## config.mk

```make
export PLATFORM = sky130hd
export DESIGN_NAME = noise_lfsr_bank
export DESIGN_NICKNAME = d
export VERILOG_FILES = /design/src/rtl/noise_pkg.sv /design/src/rtl/noise_lfsr_channel.sv /design/src/rtl/noise_lfsr_bank.sv
export SDC_FILE = /design/constraint.sdc
export NUM_CORES = 1
export LEC_CHECK = 0
export CORE_ASPECT_RATIO = 0.75
export CORE_MARGIN = 4
export CORE_UTILIZATION = 45
export DETAILED_ROUTE_END_ITERATION = 16
export HOLD_SLACK_MARGIN = 0.08
export PLACE_DENSITY = 0.88
export RECOVER_POWER = 25
export SLEW_MARGIN = 20
export SYNTH_ARGS = -nofsm -noshare
export SYNTH_HDL_FRONTEND = slang
export SYNTH_SLANG_ARGS = --single-unit
```

## constraint.sdc

```tcl
create_clock -name clk -period 1.7 [get_ports clk]
set_clock_uncertainty 0.1 [all_clocks]
set_input_delay 0.425 -clock clk [delete_from_list [all_inputs] [get_ports clk]]
set_output_delay 0.425 -clock clk [all_outputs]
set_load 0.01 [all_outputs]
```

## src/rtl/noise_pkg.sv

```systemverilog
// Shared definitions for the noise generator family: channel-index width,
// load FSM state type and the XNOR LFSR step used by other sound blocks.
package noise_pkg;

  localparam int NOISE_CH_IDX_W = 3;

  typedef enum logic {
    IDLE  = 1'b0,
    WRITE = 1'b1
  } load_state_e;

  // One XNOR-feedback step on a right-justified state of up to 32 bits.
  // taps = {tap_b[4:0], tap_a[4:0]}; the caller keeps the low WIDTH bits.
  function automatic logic [31:0] lfsr_next(input logic [31:0] state,
                                            input logic [9:0]  taps);
    logic fb;
    fb = ~(state[taps[4:0]] ^ state[taps[9:5]]);
    return {state[30:0], fb};
  endfunction

endpackage

```

## src/rtl/noise_lfsr_channel.sv

```systemverilog
// One noise channel: XNOR LFSR, tick divider and optional all-ones
// lock-up recovery (enabled by NOISE_LFSR_LOCKUP_RECOVER_EN).
module noise_lfsr_channel
  import noise_pkg::*;
#(
  parameter int WIDTH = 16,
  parameter int TAP_A = 0,
  parameter int TAP_B = 14,
  parameter int DIV_W = 8
) (
  input  logic             clk,
  input  logic             rst_n,
  input  logic             tick_en,
  input  logic [DIV_W-1:0] div,
  input  logic             wr,
  input  logic [WIDTH-1:0] seed,
  output logic [WIDTH-1:0] state,
  output logic             lockup
);

  localparam logic [9:0] TAPS = {5'(TAP_B), 5'(TAP_A)};

  logic [WIDTH-1:0] s;
  logic [DIV_W-1:0] cnt;
  logic             recover;

`ifdef NOISE_LFSR_LOCKUP_RECOVER_EN
  assign recover = &s;
`else
  assign recover = 1'b0;
`endif

  // LFSR and divider: a write beats recovery, recovery beats a due shift.
  always_ff @(posedge clk or negedge rst_n) begin
    if (!rst_n) begin
      s   <= '0;
      cnt <= '0;
    end else if (wr) begin
      s   <= seed;
      cnt <= div;
    end else if (recover) begin
      s   <= '0;
      cnt <= div;
    end else if (tick_en) begin
      if (cnt == '0) begin
        s   <= WIDTH'(lfsr_next(32'(s), TAPS));
        cnt <= div;
      end else begin
        cnt <= cnt - 1'b1;
      end
    end
  end

  // Lock-up pulse is registered so it lines up with the cleared state.
  always_ff @(posedge clk or negedge rst_n) begin
    if (!rst_n) lockup <= 1'b0;
    else        lockup <= recover & ~wr;
  end

  assign state = s;

endmodule

```

## src/rtl/noise_lfsr_bank.sv

```systemverilog
// Multi-channel XNOR LFSR noise generator with run-time seed loading.
// Optional lock-up recovery: define NOISE_LFSR_LOCKUP_RECOVER_EN.
module noise_lfsr_bank
  import noise_pkg::*;
#(
  parameter int WIDTH    = 16,
  parameter int CHANNELS = 2,
  parameter int TAP_A    = 0,
  parameter int TAP_B    = 14,
  parameter int DIV_W    = 8
) (
  input  logic                      clk,
  input  logic                      rst_n,
  input  logic                      tick_en,
  input  logic [CHANNELS*DIV_W-1:0] div,
  input  logic                      load_valid,
  output logic                      load_ready,
  input  logic [2:0]                load_ch,
  input  logic [WIDTH-1:0]          load_seed,
  output logic [CHANNELS-1:0]       noise,
  output logic [CHANNELS*WIDTH-1:0] lfsr_q,
  output logic [CHANNELS-1:0]       lockup
);

  load_state_e                state_q, state_d;
  logic [NOISE_CH_IDX_W-1:0]  ch_q;
  logic [WIDTH-1:0]           seed_q;

  // Load FSM state register.
  always_ff @(posedge clk or negedge rst_n) begin
    if (!rst_n) state_q <= IDLE;
    else        state_q <= state_d;
  end

  // Load FSM next state: accept in IDLE, spend exactly one cycle in WRITE.
  always_comb begin
    state_d = state_q;
    case (state_q)
      IDLE:    if (load_valid) state_d = WRITE;
      WRITE:   state_d = IDLE;
      default: state_d = IDLE;
    endcase
  end

  assign load_ready = (state_q == IDLE);

  // Capture target and seed on the accept edge.
  always_ff @(posedge clk or negedge rst_n) begin
    if (!rst_n) begin
      ch_q   <= '0;
      seed_q <= '0;
    end else if (state_q == IDLE && load_valid) begin
      ch_q   <= load_ch;
      seed_q <= load_seed;
    end
  end

  // Out-of-range channel indices match no channel, so the write is dropped.
  for (genvar c = 0; c < CHANNELS; c++) begin : g_ch
    logic             wr;
    logic [WIDTH-1:0] st;

    assign wr = (state_q == WRITE) && (ch_q == NOISE_CH_IDX_W'(c));

    noise_lfsr_channel #(
      .WIDTH (WIDTH),
      .TAP_A (TAP_A),
      .TAP_B (TAP_B),
      .DIV_W (DIV_W)
    ) u_ch (
      .clk     (clk),
      .rst_n   (rst_n),
      .tick_en (tick_en),
      .div     (div[c*DIV_W +: DIV_W]),
      .wr      (wr),
      .seed    (seed_q),
      .state   (st),
      .lockup  (lockup[c])
    );

    assign lfsr_q[c*WIDTH +: WIDTH] = st;
    assign noise[c]                 = st[WIDTH-1];
  end

endmodule

```

# Word level (Yosys, flattened, before mapping)
# Cells that the tools add are included.
# W data, S select, Z words.
dict set report totals {
  ff_bits 68
  inputBits 39
  out_inout_bits 37
  wordCells 41
}
dict set report classes {
  add_sub_neg 2
  eq_ne 1
  mux 14
  bitwise 5
  reduce_logical 12
}
# operator n
set ops {}
lappend ops {{$mux W16} 6}
lappend ops {{$mux W8} 6}
lappend ops {{$logic_not A8 Y1} 2}
lappend ops {{$sub A8 B1 Y8 const B} 2}
lappend ops {{$reduce_bool A2 Y1} 4}
lappend ops {{$reduce_and A2 Y1} 2}
lappend ops {{$eq A3 B1 Y1 const B} 1}
lappend ops {{$logic_and A1 B1 Y1} 3}
lappend ops {{$logic_not A3 Y1} 1}
lappend ops {{$not A1 Y1} 3}
lappend ops {{$pmux W1 S2} 1}
lappend ops {{$xor A1 B1 Y1} 2}
lappend ops {{$mux W1} 1}

# Longest topological paths before layout
dict set report depth {
  word_depth 5
  ltp_mapped 7
  mapped_depth_nobuf 6
}

# Hierarchy
# Synthesis repeated with hierarchy kept, for this count alone.
dict set report hier_totals {
  hier_cells 303
  area_unflattened_um2 3428.3
}
# mod instances cells_per_inst area_per_inst_um2 seq_area_each_um2
set modules_own_cells {}
lappend modules_own_cells {noise_lfsr_channel 2 128 1286.2 600.6}
lappend modules_own_cells {noise_lfsr_bank 1 47 855.8 500.5}

# Worst setup path after synthesis
# OpenSTA, ideal clock, no wires.
dict set report synth_path {
  path_type {reg-to-reg}
  startpoint {register g_ch[0].u_ch.cnt[0]}
  endpoint {register g_ch[0].u_ch.s[10]}
  setup_ns 0.134
  t_arrival_ns 1.553
  required_ns 1.466
  setup_slack_ns -0.087
  stages_incl_launch_ff 8
  path_buffers 1
  synth_period_minus_slack_ns 1.787
  cell_sequence {dfrtp_1 inv_1 ha_1 nor4b_4 nand2_2 buf_4 mux2i_1 o21ai_0}
}
dict set report synth_between {
  elab_chain_cells 3
}
# element line
set synth_rtl {}
lappend synth_rtl {{start: declaration} noise_lfsr_channel.sv:24} ;# logic [DIV_W-1:0] cnt;
lappend synth_rtl {{start signal: assignment} noise_lfsr_channel.sv:40} ;# cnt <= div;
lappend synth_rtl {{start signal: assignment} noise_lfsr_channel.sv:43} ;# cnt <= div;
lappend synth_rtl {{start signal: assignment} noise_lfsr_channel.sv:47} ;# cnt <= div;
lappend synth_rtl {{$logic_not A8 Y1} noise_lfsr_channel.sv:45} ;# if (cnt == '0) begin
lappend synth_rtl {{$reduce_bool A2 Y1 (no source line)} -}
lappend synth_rtl {{$reduce_and A2 Y1 (no source line)} -}
lappend synth_rtl {{end signal: assignment} noise_lfsr_channel.sv:46} ;# s <= WIDTH'(lfsr_next(32'(s), TAPS));
lappend synth_rtl {{end: declaration} noise_lfsr_channel.sv:23} ;# logic [WIDTH-1:0] s;
# No other way between the ends.
# A chain may end at the register's enable or synchronous reset.

# Worst setup path after layout
dict set report layout_path {
  startpoint {register g_ch[0].u_ch.cnt[1]}
  endpoint {register g_ch[0].u_ch.s[4]}
}
# Same word-level chain as after synthesis.

==> metrics.cfg <==
[outcome]
status = finished with violations
failed_checks = negative setup slack

[synth]
ys_seq_elements = 68
synth_flop_cell = dfrtp_1
synth-edff-count = 0
yosys_warnings = 0
synth_cell_type_count = 45
ys_seq_area_frac = 0.505
syn_avg_cell_area_sq_um = 10.8
syn_inst = 312
async_flop_share = 1.00
synth_area_sq_um = 3370

[grt]
grt_pass1_wl_microns = 14300
grt_max_degree = 47
grt.overflow.total = 0
antenna_found_initial = 0
grt_pass1_vias = 2775
track_usage = 0.202

[clock_tree]
root_buffer = clkbuf_8
insertion_delay_ns = 0.34
numCtsBuffers = 9
clk_pin_slew_worst_paths_ns = 0.07
cts-htree-levels = 3
tritoncts = built
cts.path.max_buffers = 2
cts_sinks = 68

[hold_path]
holdCritPathClass = flop to flop

[sta]
tns_ns = -0.134
rsz0062_at_grt = true
min_period_ns = 1.75
fin_crit_sh = 1.03
worst_slack_ns = -0.0456
final_hold_viol_count = 0
worst_pin_slew_ns = 0.626
slew_headroom = 0.583
setup_violations = 7
fmax_mhz = 573
slew_viol_final = 0

[floorplan]
die_x_microns = 108
start_util = 0.462
dieHeight_microns = 83.0
dieArea_sq_um = 8960
rows = 27
coreArea_sq_um = 7300
pin_count = 76

[detailed_routing]
route.detailed.drc = 0
finalWirelength_microns = 8760
post_drt_wl_per_cell_microns = 16.7
first_pass_iters = 4
final_antenna_net_count = 0
vias_per_cell = 5.40
vias = 2827
dr.first_iter.drc_count = 120

[place]
post-place-ws_ns = -0.447
hpwl_microns = 6210
dp_cells = 497
gp_congestion = 0.870
io_buffers = 73

[worst_setup_path]
r2r_slack_ns = -0.05
crit_fanout = 9
crit_arrival_ns = 1.86
crit_chain = inv_2 > ha_4 > nor4b_4 > nand2_2 > buf_6 > mux2i_1 > o21ai_1
worstSetupEndpointType = flop
critPathKind = flop to flop
critPathLaunchType = flop
cpMaxStageDelayCell = dfrtp_1
required_ns = 1.82
max_stage_delay_ns = 0.39

[final_layout]
stdcell_count = 524
n_antenna_cell = 0
synthToLayoutAreaGrowth_pct = 40.9
postLayoutCoreUtil = 0.651
nets = 462
layout-drive-gt1-share = 0.243
n_fill_cell = 579

[pwr]
vdd_drop_max_v = 0.000678
p_per_area_nw_per_um2 = 1460
leakagePower_nw = 2.25

[run]
maxCapViolCount = 0

logic make-up (layout without fill, tap and decap cells):
kind of cell	Yosys count	in the layout	synth area share
other cells	1	2	0.00111
simple gates	78	78	0.133
flops	68	68	0.505
compound gates	78	78	0.141
fa+ha+maj	4	4	0.0148
xor+xnor	3	3	0.00779
buf+inv	30	140	0.0427
mux	50	50	0.155
repair_timing:
action                                  in CTS  in global routing
cloned                                       0                  0
resized for setup                           47                 18
buffers inserted                             6                  6
hold buffers                                 1                  0
pin swaps                                    4                 14
endpoints found under the hold margin       68                  0
endpoints found under the setup margin      75                 46
cell usage after synthesis (2+ instances only):
master     instances  area (sq um)
nor4_1             2          12.5
nand3b_1           3          22.5
clkbuf_1           7          26.3
buf_4              5          37.5
a2bb2oi_1          2          17.5
o21ai_1           19          95.1
and3_1             2          12.5
nor4b_4            4          95.1
nor3_1             5          25.0
a21oi_1           11          55.1
nand2_1           37           139
o21ai_0           18          90.1
mux2_2            19           214
o31ai_1            3          22.5
nor2b_1            2          12.5
buf_2              4          20.0
nand3_1            2          10.0
a21o_1             3          22.5
nor2_1            11          41.3
o32a_1             2          20.0
or3_1              2          12.5
buf_1              2          7.51
o22a_1             5          43.8
xor2_1             3          26.3
mux2i_1           31           310
nand2_2            2          12.5
ha_1               4          50.1
o22ai_1            4          25.0
a31oi_1            2          12.5
inv_1             11          41.3
dfrtp_1           68          1700
a211oi_1           4          30.0
where the power goes:
group / internal [mW] / switching, mW / leakage, nW
Clock: 0.819 / 0.610 / 0.102
Sequential: 2.23 / 0.678 / 0.812
Combinational: 1.41 / 1.18 / 1.33
Total: 4.46 / 2.47 / 2.25
routing by layer:
layer  wire length (microns)  GRT usage  up-vias
met5                       0          0        -
met4                     145     0.0688        0
met3                     504     0.0575       10
met2                    4330      0.315       86
met1                    3780      0.269     1395
li1                        -          -     1336
path summary, 6_finish.rpt:
kind / from / end / cells after the start
max: g_ch[0].u_ch.cnt[1] / g_ch[0].u_ch.state[4] / 7
max reg2reg: g_ch[0].u_ch.cnt[1] / g_ch[0].u_ch.state[4] / 7
min reg2reg: seed_q[0] / g_ch[1].u_ch.state[0] / 2
min: seed_q[0] / g_ch[1].u_ch.state[0] / 2
min in group asynchronous: rst_n / g_ch[1].u_ch.state[9] / 3
max in group asynchronous: rst_n / ch_q[1] / 3
flip-flops by register name, indices dropped and copies added, names as in the netlist:
name and cells:
g_ch.u_ch.state 32, g_ch.u_ch.cnt 16, seed_q 16, ch_q 3, state_q 1
cell usage in the layout (no fill, tap or decap), types with 3 or more instances in the layout:
cell / instances
clkdlybuf4s50_1: 36
a21o_1: 3
nand2_2: 3
o31ai_1: 3
dfrtp_1: 65
mux2i_1: 31
o21ai_0: 6
dfrtp_2: 3
nor4b_4: 4
clkbuf_8: 9
inv_2: 4
inv_1: 7
a211oi_2: 3
o21ai_1: 31
a21oi_1: 8
nor2_1: 11
buf_6: 5
nand3b_1: 3
ha_1: 3
nand2_1: 36
o22a_1: 5
xor2_1: 3
o22ai_1: 3
nor3_1: 5
buf_4: 31
dlygate4sd2_1: 35
mux2_2: 19
layout make-up:
cell class                      count  area [sq um]  area share
Clock buffer                        9           124      0.0261
Sequential cell                    68          1710       0.359
Timing Repair Buffer              114          1030       0.217
Inverter                           11          41.3     0.00869
Tap cell                          101           126      0.0266
Multi-Input combinational cell    215          1630       0.344
Clock inverter                      6          88.8      0.0187
critical path: cells and delay by family, from the launching register on:
| kind | cells | cell delay [ns] |
|---|---|---|
| adder cells (fa/ha/maj) | 1 | 0.13 |
| multiplexers | 1 | 0.18 |
| flip-flops | 1 | 0.39 |
| AND/OR/NAND/NOR | 2 | 0.47 |
| AO/OA/AOI/OAI | 1 | 0.10 |
| buffers and inverters | 2 | 0.27 |
through the flow:
step	total power, mW	hold WS [ns]	instance area (sq um)
after global placement	5.46	0.314	4430
after CTS	6.84	0.434	4680
after global routing	7.38	0.461	4750
after detailed placement	5.58	0.317	4430
after floorplan	4.07	0.0294	3400
final	6.93	0.428	4750
No activity file was read; power rests on OpenSTA's default activity.
